--- src/rtl/spi_pkg.sv ---
// Shared types for the SPI byte sequencer: transfer FSM states and byte width.
package spi_pkg;

    localparam int SPI_BYTE_W = 8;

    typedef enum logic [2:0] {
        S_IDLE,
        S_LAUNCH,
        S_WAIT_BUSY,
        S_WAIT_DONE,
        S_STORE
    } fsm_state_t;

endpackage

--- src/rtl/spi_byte_fifo.sv ---
// Byte FIFO with first-word fall-through read; pushes while full are dropped
// and flagged on OVF_PULSE, pops while empty are ignored.
module spi_byte_fifo
    import spi_pkg::*;
#(
    parameter int DEPTH = 8
) (
    input  logic                  CLK,
    input  logic                  RST_N,
    input  logic                  WR,
    input  logic [SPI_BYTE_W-1:0] WDATA,
    output logic                  FULL,
    input  logic                  RD,
    output logic [SPI_BYTE_W-1:0] RDATA,
    output logic                  EMPTY,
    output logic                  OVF_PULSE
);

    localparam int AW = $clog2(DEPTH);
    localparam logic [AW:0] FULL_CNT = (AW + 1)'(DEPTH);

    logic [SPI_BYTE_W-1:0] mem_q [DEPTH];
    logic [AW-1:0]         wr_ptr_q;
    logic [AW-1:0]         rd_ptr_q;
    logic [AW:0]           count_q;
    logic [AW:0]           count_d;
    logic                  full_q;
    logic                  empty_q;
    logic                  push;
    logic                  pop;

    assign push      = WR && !full_q;
    assign pop       = RD && !empty_q;
    assign FULL      = full_q;
    assign EMPTY     = empty_q;
    assign RDATA     = mem_q[rd_ptr_q];
    assign OVF_PULSE = WR && full_q;

    always_comb begin
        count_d = count_q;
        case ({push, pop})
            2'b10:   count_d = count_q + 1'b1;
            2'b01:   count_d = count_q - 1'b1;
            default: count_d = count_q;
        endcase
    end

    // NOTE: storage is reset too, so the fall-through head reads 0x00 out of reset.
    always_ff @(posedge CLK or negedge RST_N) begin
        if (!RST_N) begin
            wr_ptr_q <= '0;
            rd_ptr_q <= '0;
            count_q  <= '0;
            full_q   <= 1'b0;
            empty_q  <= 1'b1;
            for (int i = 0; i < DEPTH; i++) begin
                mem_q[i] <= '0;
            end
        end else begin
            if (push) begin
                mem_q[wr_ptr_q] <= WDATA;
                wr_ptr_q        <= wr_ptr_q + 1'b1;
            end
            if (pop) begin
                rd_ptr_q <= rd_ptr_q + 1'b1;
            end
            count_q <= count_d;
            full_q  <= (count_d == FULL_CNT);
            empty_q <= (count_d == '0);
        end
    end

endmodule

--- src/rtl/spi_byte_sequencer.sv ---
// Launches one SPI master transfer per queued TX byte, tracks BUSY with a
// timeout, and stores each captured DIN byte into the RX FIFO.
module spi_byte_sequencer
    import spi_pkg::*;
#(
    parameter int DEPTH        = 8,
    parameter int BUSY_TIMEOUT = 4
) (
    input  logic                  CLK,
    input  logic                  RST_N,
    input  logic                  TX_WR,
    input  logic [SPI_BYTE_W-1:0] TX_DATA,
    output logic                  TX_FULL,
    input  logic                  RX_RD,
    output logic [SPI_BYTE_W-1:0] RX_DATA,
    output logic                  RX_EMPTY,
    output logic                  TX_OVF,
    output logic                  TIMEOUT_ERR,
    input  logic                  CLR_ERR,
    output logic                  IDLE,
    output logic                  SPI_START,
    output logic [SPI_BYTE_W-1:0] SPI_DOUT,
    input  logic                  SPI_BUSY,
    input  logic [SPI_BYTE_W-1:0] SPI_DIN
);

    localparam logic [7:0] TIMEOUT_LOAD = 8'(BUSY_TIMEOUT);

    fsm_state_t            state_q, state_d;
    logic [7:0]            cnt_q, cnt_d;
    logic [SPI_BYTE_W-1:0] dout_q, dout_d;
    logic                  start_q;
    logic                  tx_ovf_q;
    logic                  timeout_q;
    logic                  timeout_set;

    logic                  tx_empty;
    logic                  tx_rd;
    logic                  tx_ovf_pulse;
    logic [SPI_BYTE_W-1:0] tx_rdata;
    logic                  rx_full;
    logic                  rx_wr;
    logic                  rx_ovf_unused;

    spi_byte_fifo #(.DEPTH(DEPTH)) u_tx_fifo (
        .CLK       (CLK),
        .RST_N     (RST_N),
        .WR        (TX_WR),
        .WDATA     (TX_DATA),
        .FULL      (TX_FULL),
        .RD        (tx_rd),
        .RDATA     (tx_rdata),
        .EMPTY     (tx_empty),
        .OVF_PULSE (tx_ovf_pulse)
    );

    // RX pushes only from S_STORE, which the launch condition keeps from overflowing.
    spi_byte_fifo #(.DEPTH(DEPTH)) u_rx_fifo (
        .CLK       (CLK),
        .RST_N     (RST_N),
        .WR        (rx_wr),
        .WDATA     (SPI_DIN),
        .FULL      (rx_full),
        .RD        (RX_RD),
        .RDATA     (RX_DATA),
        .EMPTY     (RX_EMPTY),
        .OVF_PULSE (rx_ovf_unused)
    );

    always_comb begin
        state_d     = state_q;
        cnt_d       = cnt_q;
        dout_d      = dout_q;
        tx_rd       = 1'b0;
        rx_wr       = 1'b0;
        timeout_set = 1'b0;
        case (state_q)
            S_IDLE: begin
                if (!tx_empty && !rx_full) begin
                    tx_rd   = 1'b1;
                    dout_d  = tx_rdata;
                    state_d = S_LAUNCH;
                end
            end
            S_LAUNCH: begin
                cnt_d   = TIMEOUT_LOAD;
                state_d = S_WAIT_BUSY;
            end
            S_WAIT_BUSY: begin
                if (SPI_BUSY) begin
                    state_d = S_WAIT_DONE;
                end else begin
                    cnt_d = cnt_q - 1'b1;
                    if (cnt_q == 8'd1) begin
                        timeout_set = 1'b1;
                        state_d     = S_IDLE;
                    end
                end
            end
            S_WAIT_DONE: begin
                if (!SPI_BUSY) begin
                    state_d = S_STORE;
                end
            end
            S_STORE: begin
                rx_wr   = 1'b1;
                state_d = S_IDLE;
            end
            default: state_d = S_IDLE;
        endcase
    end

    // START is registered from the next state so it is high for exactly the S_LAUNCH cycle.
    always_ff @(posedge CLK or negedge RST_N) begin
        if (!RST_N) begin
            state_q   <= S_IDLE;
            cnt_q     <= '0;
            dout_q    <= '0;
            start_q   <= 1'b0;
            tx_ovf_q  <= 1'b0;
            timeout_q <= 1'b0;
        end else begin
            state_q <= state_d;
            cnt_q   <= cnt_d;
            dout_q  <= dout_d;
            start_q <= (state_d == S_LAUNCH);
            if (CLR_ERR) begin
                tx_ovf_q  <= 1'b0;
                timeout_q <= 1'b0;
            end else begin
                if (tx_ovf_pulse) tx_ovf_q  <= 1'b1;
                if (timeout_set)  timeout_q <= 1'b1;
            end
        end
    end

    assign SPI_START   = start_q;
    assign SPI_DOUT    = dout_q;
    assign TX_OVF      = tx_ovf_q;
    assign TIMEOUT_ERR = timeout_q;
    assign IDLE        = (state_q == S_IDLE) && tx_empty;

endmodule

--- config.mk ---
export PLATFORM = sky130hd
export DESIGN_NAME = spi_byte_sequencer
export DESIGN_NICKNAME = d
export VERILOG_FILES = /design/src/rtl/spi_pkg.sv /design/src/rtl/spi_byte_fifo.sv /design/src/rtl/spi_byte_sequencer.sv
export SDC_FILE = /design/constraint.sdc
export NUM_CORES = 1
export LEC_CHECK = 0
export BUFFER_PORTS_ARGS = -buffer_cell sky130_fd_sc_hd__buf_4
export CORE_MARGIN = 5
export CORE_UTILIZATION = 60
export CTS_CLUSTER_DIAMETER = 200
export CTS_CLUSTER_SIZE = 8
export DETAILED_ROUTE_END_ITERATION = 10
export GPL_TIMING_DRIVEN = 0
export PLACE_DENSITY = 0.86
export SYNTH_ARGS = -nofsm -noshare
export SYNTH_HDL_FRONTEND = slang
export SYNTH_SLANG_ARGS = --single-unit
--- constraint.sdc ---
create_clock -name CLK -period 3.4 [get_ports CLK]
set_clock_uncertainty 0.1 [all_clocks]
set_input_delay 0.85 -clock CLK [delete_from_list [all_inputs] [get_ports CLK]]
set_output_delay 0.85 -clock CLK [all_outputs]
set_load 0.01 [all_outputs]
==> impl_results.md <==
- Residual DRC: 0
- Worst-margin pin slew: 883 ps
- Largest net degree at the start of global routing: 129
- Num CTS Buffers: 17
- Worst Path Required: 2450 ps
- Element type at the critical path end: output port
- GR Util All Layers: 21.4%
- Die area: 0.0157 mm²
- Slew margin rel.: 40.9%
- Worst Path Buf+Inv: 3
- Critical Path Start Type: register
- Tcrit/Tclk final: 95.9%
- Fmax: 0.307 GHz
- Final setup vio count: 0
- Final HPWL DP: 10.3 mm
- Cell family with most CP delay: multiplexers
- Commonest non-fill, non-tap cell in the layout: dfrtp_1
- Worst Path Arrival: 2310 ps
- Layout cells sized above 1: 44.7%
- Outcome: complete, no violations
- Area growth syn-to-layout: 14.5%
- Asr flop ratio synth: 100%
- Leak pwr: 4.02 nW
- Top_reg_cell synth: dfrtp_1
- GR Overflow Total: 0
- Crit Path Max Fanout: 10
- N_diodes: 0
- Worst hold-check path type: in2async
- Vias: 4661
- Cell Count, Final, Fillers Out: 795
- Yosys reg bits: 174
- Crit path kind: reg2out
- Syn Std Cell Area: 0.00797 mm²
- Antenna Nets Post-Route: 0
- CTS tree: yes
- GP Congestion: 0.779
- Pwr Density: 935 mW/mm²
- Setup total negative slack: 0 ps
- Layout net count: 640
- Fill cells: 877
- Clock tree sinks: 174
- Post-synth EDFFs: 0
- # rows: 42
- Clock slew at reported path FFs: 60 ps
- Commonest cells after routing, fill and taps aside: dfrtp_1 (172), mux2_2 (141), buf_4 (42)
- Initial Util: 60.7%
- DR vias/cell: 5.86
- IO Pins: 44
- CP peak stage delay: 530 ps
- Final Max Tran Viols: 0
- # H-tree levels: 4
- Crit path time final: 3260 ps
- Number of port buffers: 43
- Clock Tree Buf Depth: 2
- Core ar.: 0.0131 mm²
- Die X-Extent: 125 µm
- Routed len/inst: 19.9 µm
- Final Hold Fails: 0
- Worst VDD drop: 0.711 mV
- Number of global-route vias before repair: 5108
- Worst-path cell chain: buf_2 -> buf_6 -> mux4_2 -> mux2_2 -> buf_4
- Initial DRC Count: 311
- Syn_area_per_cell: 14.6 µm²
- Initial antenna violation count: 0
- FF+latch area: 0.00436 mm²
- Ys Warns: 0
- CTS root buffer: clkbuf_16
- # Post-CTS Setup Buffers: 0
- Synth unique cells: 51
- RSZ-0062 raised after global routing: false
- Area occupied by multi-input gates: 0.00348 mm²
- Drt first pass iters: 4
- Total Wirelength: 15.9 mm
- Seq/Total Area, Yosys: 54.7%
- Max_cap viols: 0
- Post-synthesis instance total: 545
- First-pass GRT wire length: 26.3 mm
- Clock Latency Late Sink: 430 ps
- Die H: 125 µm
- Dpl cells: 765
- CP max stage cell: mux4_2
- Mapped Nets: 578
## metal layers
metal	part of all wire [%]	GRT usage [%]	vias to the layer above
li1	-	-	2107
met4	2.8	8.67	0
met3	3.8	4.52	37
met1	41	26.0	2419
met2	52	37.5	98
met5	0	0	-
## flip-flops by register name, indices dropped and copies added (netlist names)
signal              flops
state_q                 3
u_rx_fifo.EMPTY         1
u_tx_fifo.wr_ptr_q      3
TX_OVF                  1
u_tx_fifo.rd_ptr_q      3
u_tx_fifo.EMPTY         1
u_rx_fifo.mem_q        64
TIMEOUT_ERR             1
u_rx_fifo.wr_ptr_q      3
cnt_q                   8
u_rx_fifo.count_q       4
SPI_DOUT                8
u_rx_fifo.FULL          1
SPI_START               1
u_tx_fifo.FULL          1
u_tx_fifo.mem_q        64
u_tx_fifo.count_q       4
u_rx_fifo.rd_ptr_q      3
## per-stage QoR
stage          power, mW  utilization [%]  worst slack (ps)  area (µm²)  hold WS, ps
2_1_floorplan       5.70                -               750        7970          372
3_3_place_gp        6.41             64.8               279        8510          371
3_5_place_dp        6.66             65.1               209        8550          377
4_1_cts             8.58             69.5              1.36        9130          215
5_1_grt             9.05             69.5              33.3        9130          225
6_report            8.53             69.5               141        9130          201
## path summary, 6_finish.rpt
path | depth (start not counted) | end | from | slack (ps)
min in group CLK | 2 | SPI_DOUT[5]$_DFFE_PN0N_ | SPI_DOUT[5]$_DFFE_PN0N_ | 400
max | 5 | RX_DATA[3] | u_rx_fifo.rd_ptr_q[0]$_DFFE_PN0P_ | 140
max reg2reg | 11 | u_rx_fifo.EMPTY$_DFF_PN1_ | state_q[1]$_DFF_PN0_ | 380
min reg2reg | 2 | SPI_DOUT[5]$_DFFE_PN0N_ | SPI_DOUT[5]$_DFFE_PN0N_ | 400
min | 1 | u_rx_fifo.count_q[2]$_DFF_PN0_ | RST_N | 200
max in group asynchronous | 2 | u_tx_fifo.mem_q[0]$_DFFE_PN0P_ | RST_N | 2080
## power by group
part	internal [mW]	leakage, nW	switching [mW]	total (mW)
Combinational	1.78	1.59	1.50	3.28
Sequential	2.88	2.15	0.491	3.37
Clock	1.07	0.283	0.816	1.89
Total	5.73	4.02	2.80	8.53
## cell type report
class                   count  area share (%)
plain buffers              20            1.08
clock buffers              20            5.11
clock inverters            11            1.19
inverters                  11           0.452
multi-input cells         339            38.1
flip-flops and latches    174            47.7
well taps                 176            2.41
repair buffers             44            3.92
## repair_timing
item	4_1_cts	5_1_grt
gates resized for setup	2	1
setup endpoints to repair	8	8
gates cloned	0	0
hold buffers	0	0
## logic make-up after synthesis
| kind of cell | after synthesis | synth area share, % |
|---|---|---|
| DFF | 174 | 54.7 |
| xor gates and xnor gates | 23 | 2.53 |
| muxes | 181 | 30.0 |
| AOI/OAI and AO/OA | 29 | 2.15 |
| adders and majority gates | 11 | 1.73 |
| buffers and inverters | 32 | 1.71 |
| and+or+nand+nor | 95 | 7.27 |
## synth_stat cells (8+ instances only)
| cell | count | area (µm²) |
|---|---|---|
| mux4_2 | 32 | 721 |
| nand2_1 | 26 | 97.6 |
| mux2i_1 | 8 | 80.1 |
| ha_1 | 11 | 138 |
| clkbuf_1 | 12 | 45.0 |
| mux2_2 | 141 | 1590 |
| inv_1 | 9 | 33.8 |
| o21ai_0 | 14 | 70.1 |
| nor2_1 | 20 | 75.1 |
| xnor2_1 | 16 | 140 |
| dfrtp_1 | 172 | 4300 |
No activity file was read; power rests on OpenSTA's default activity.
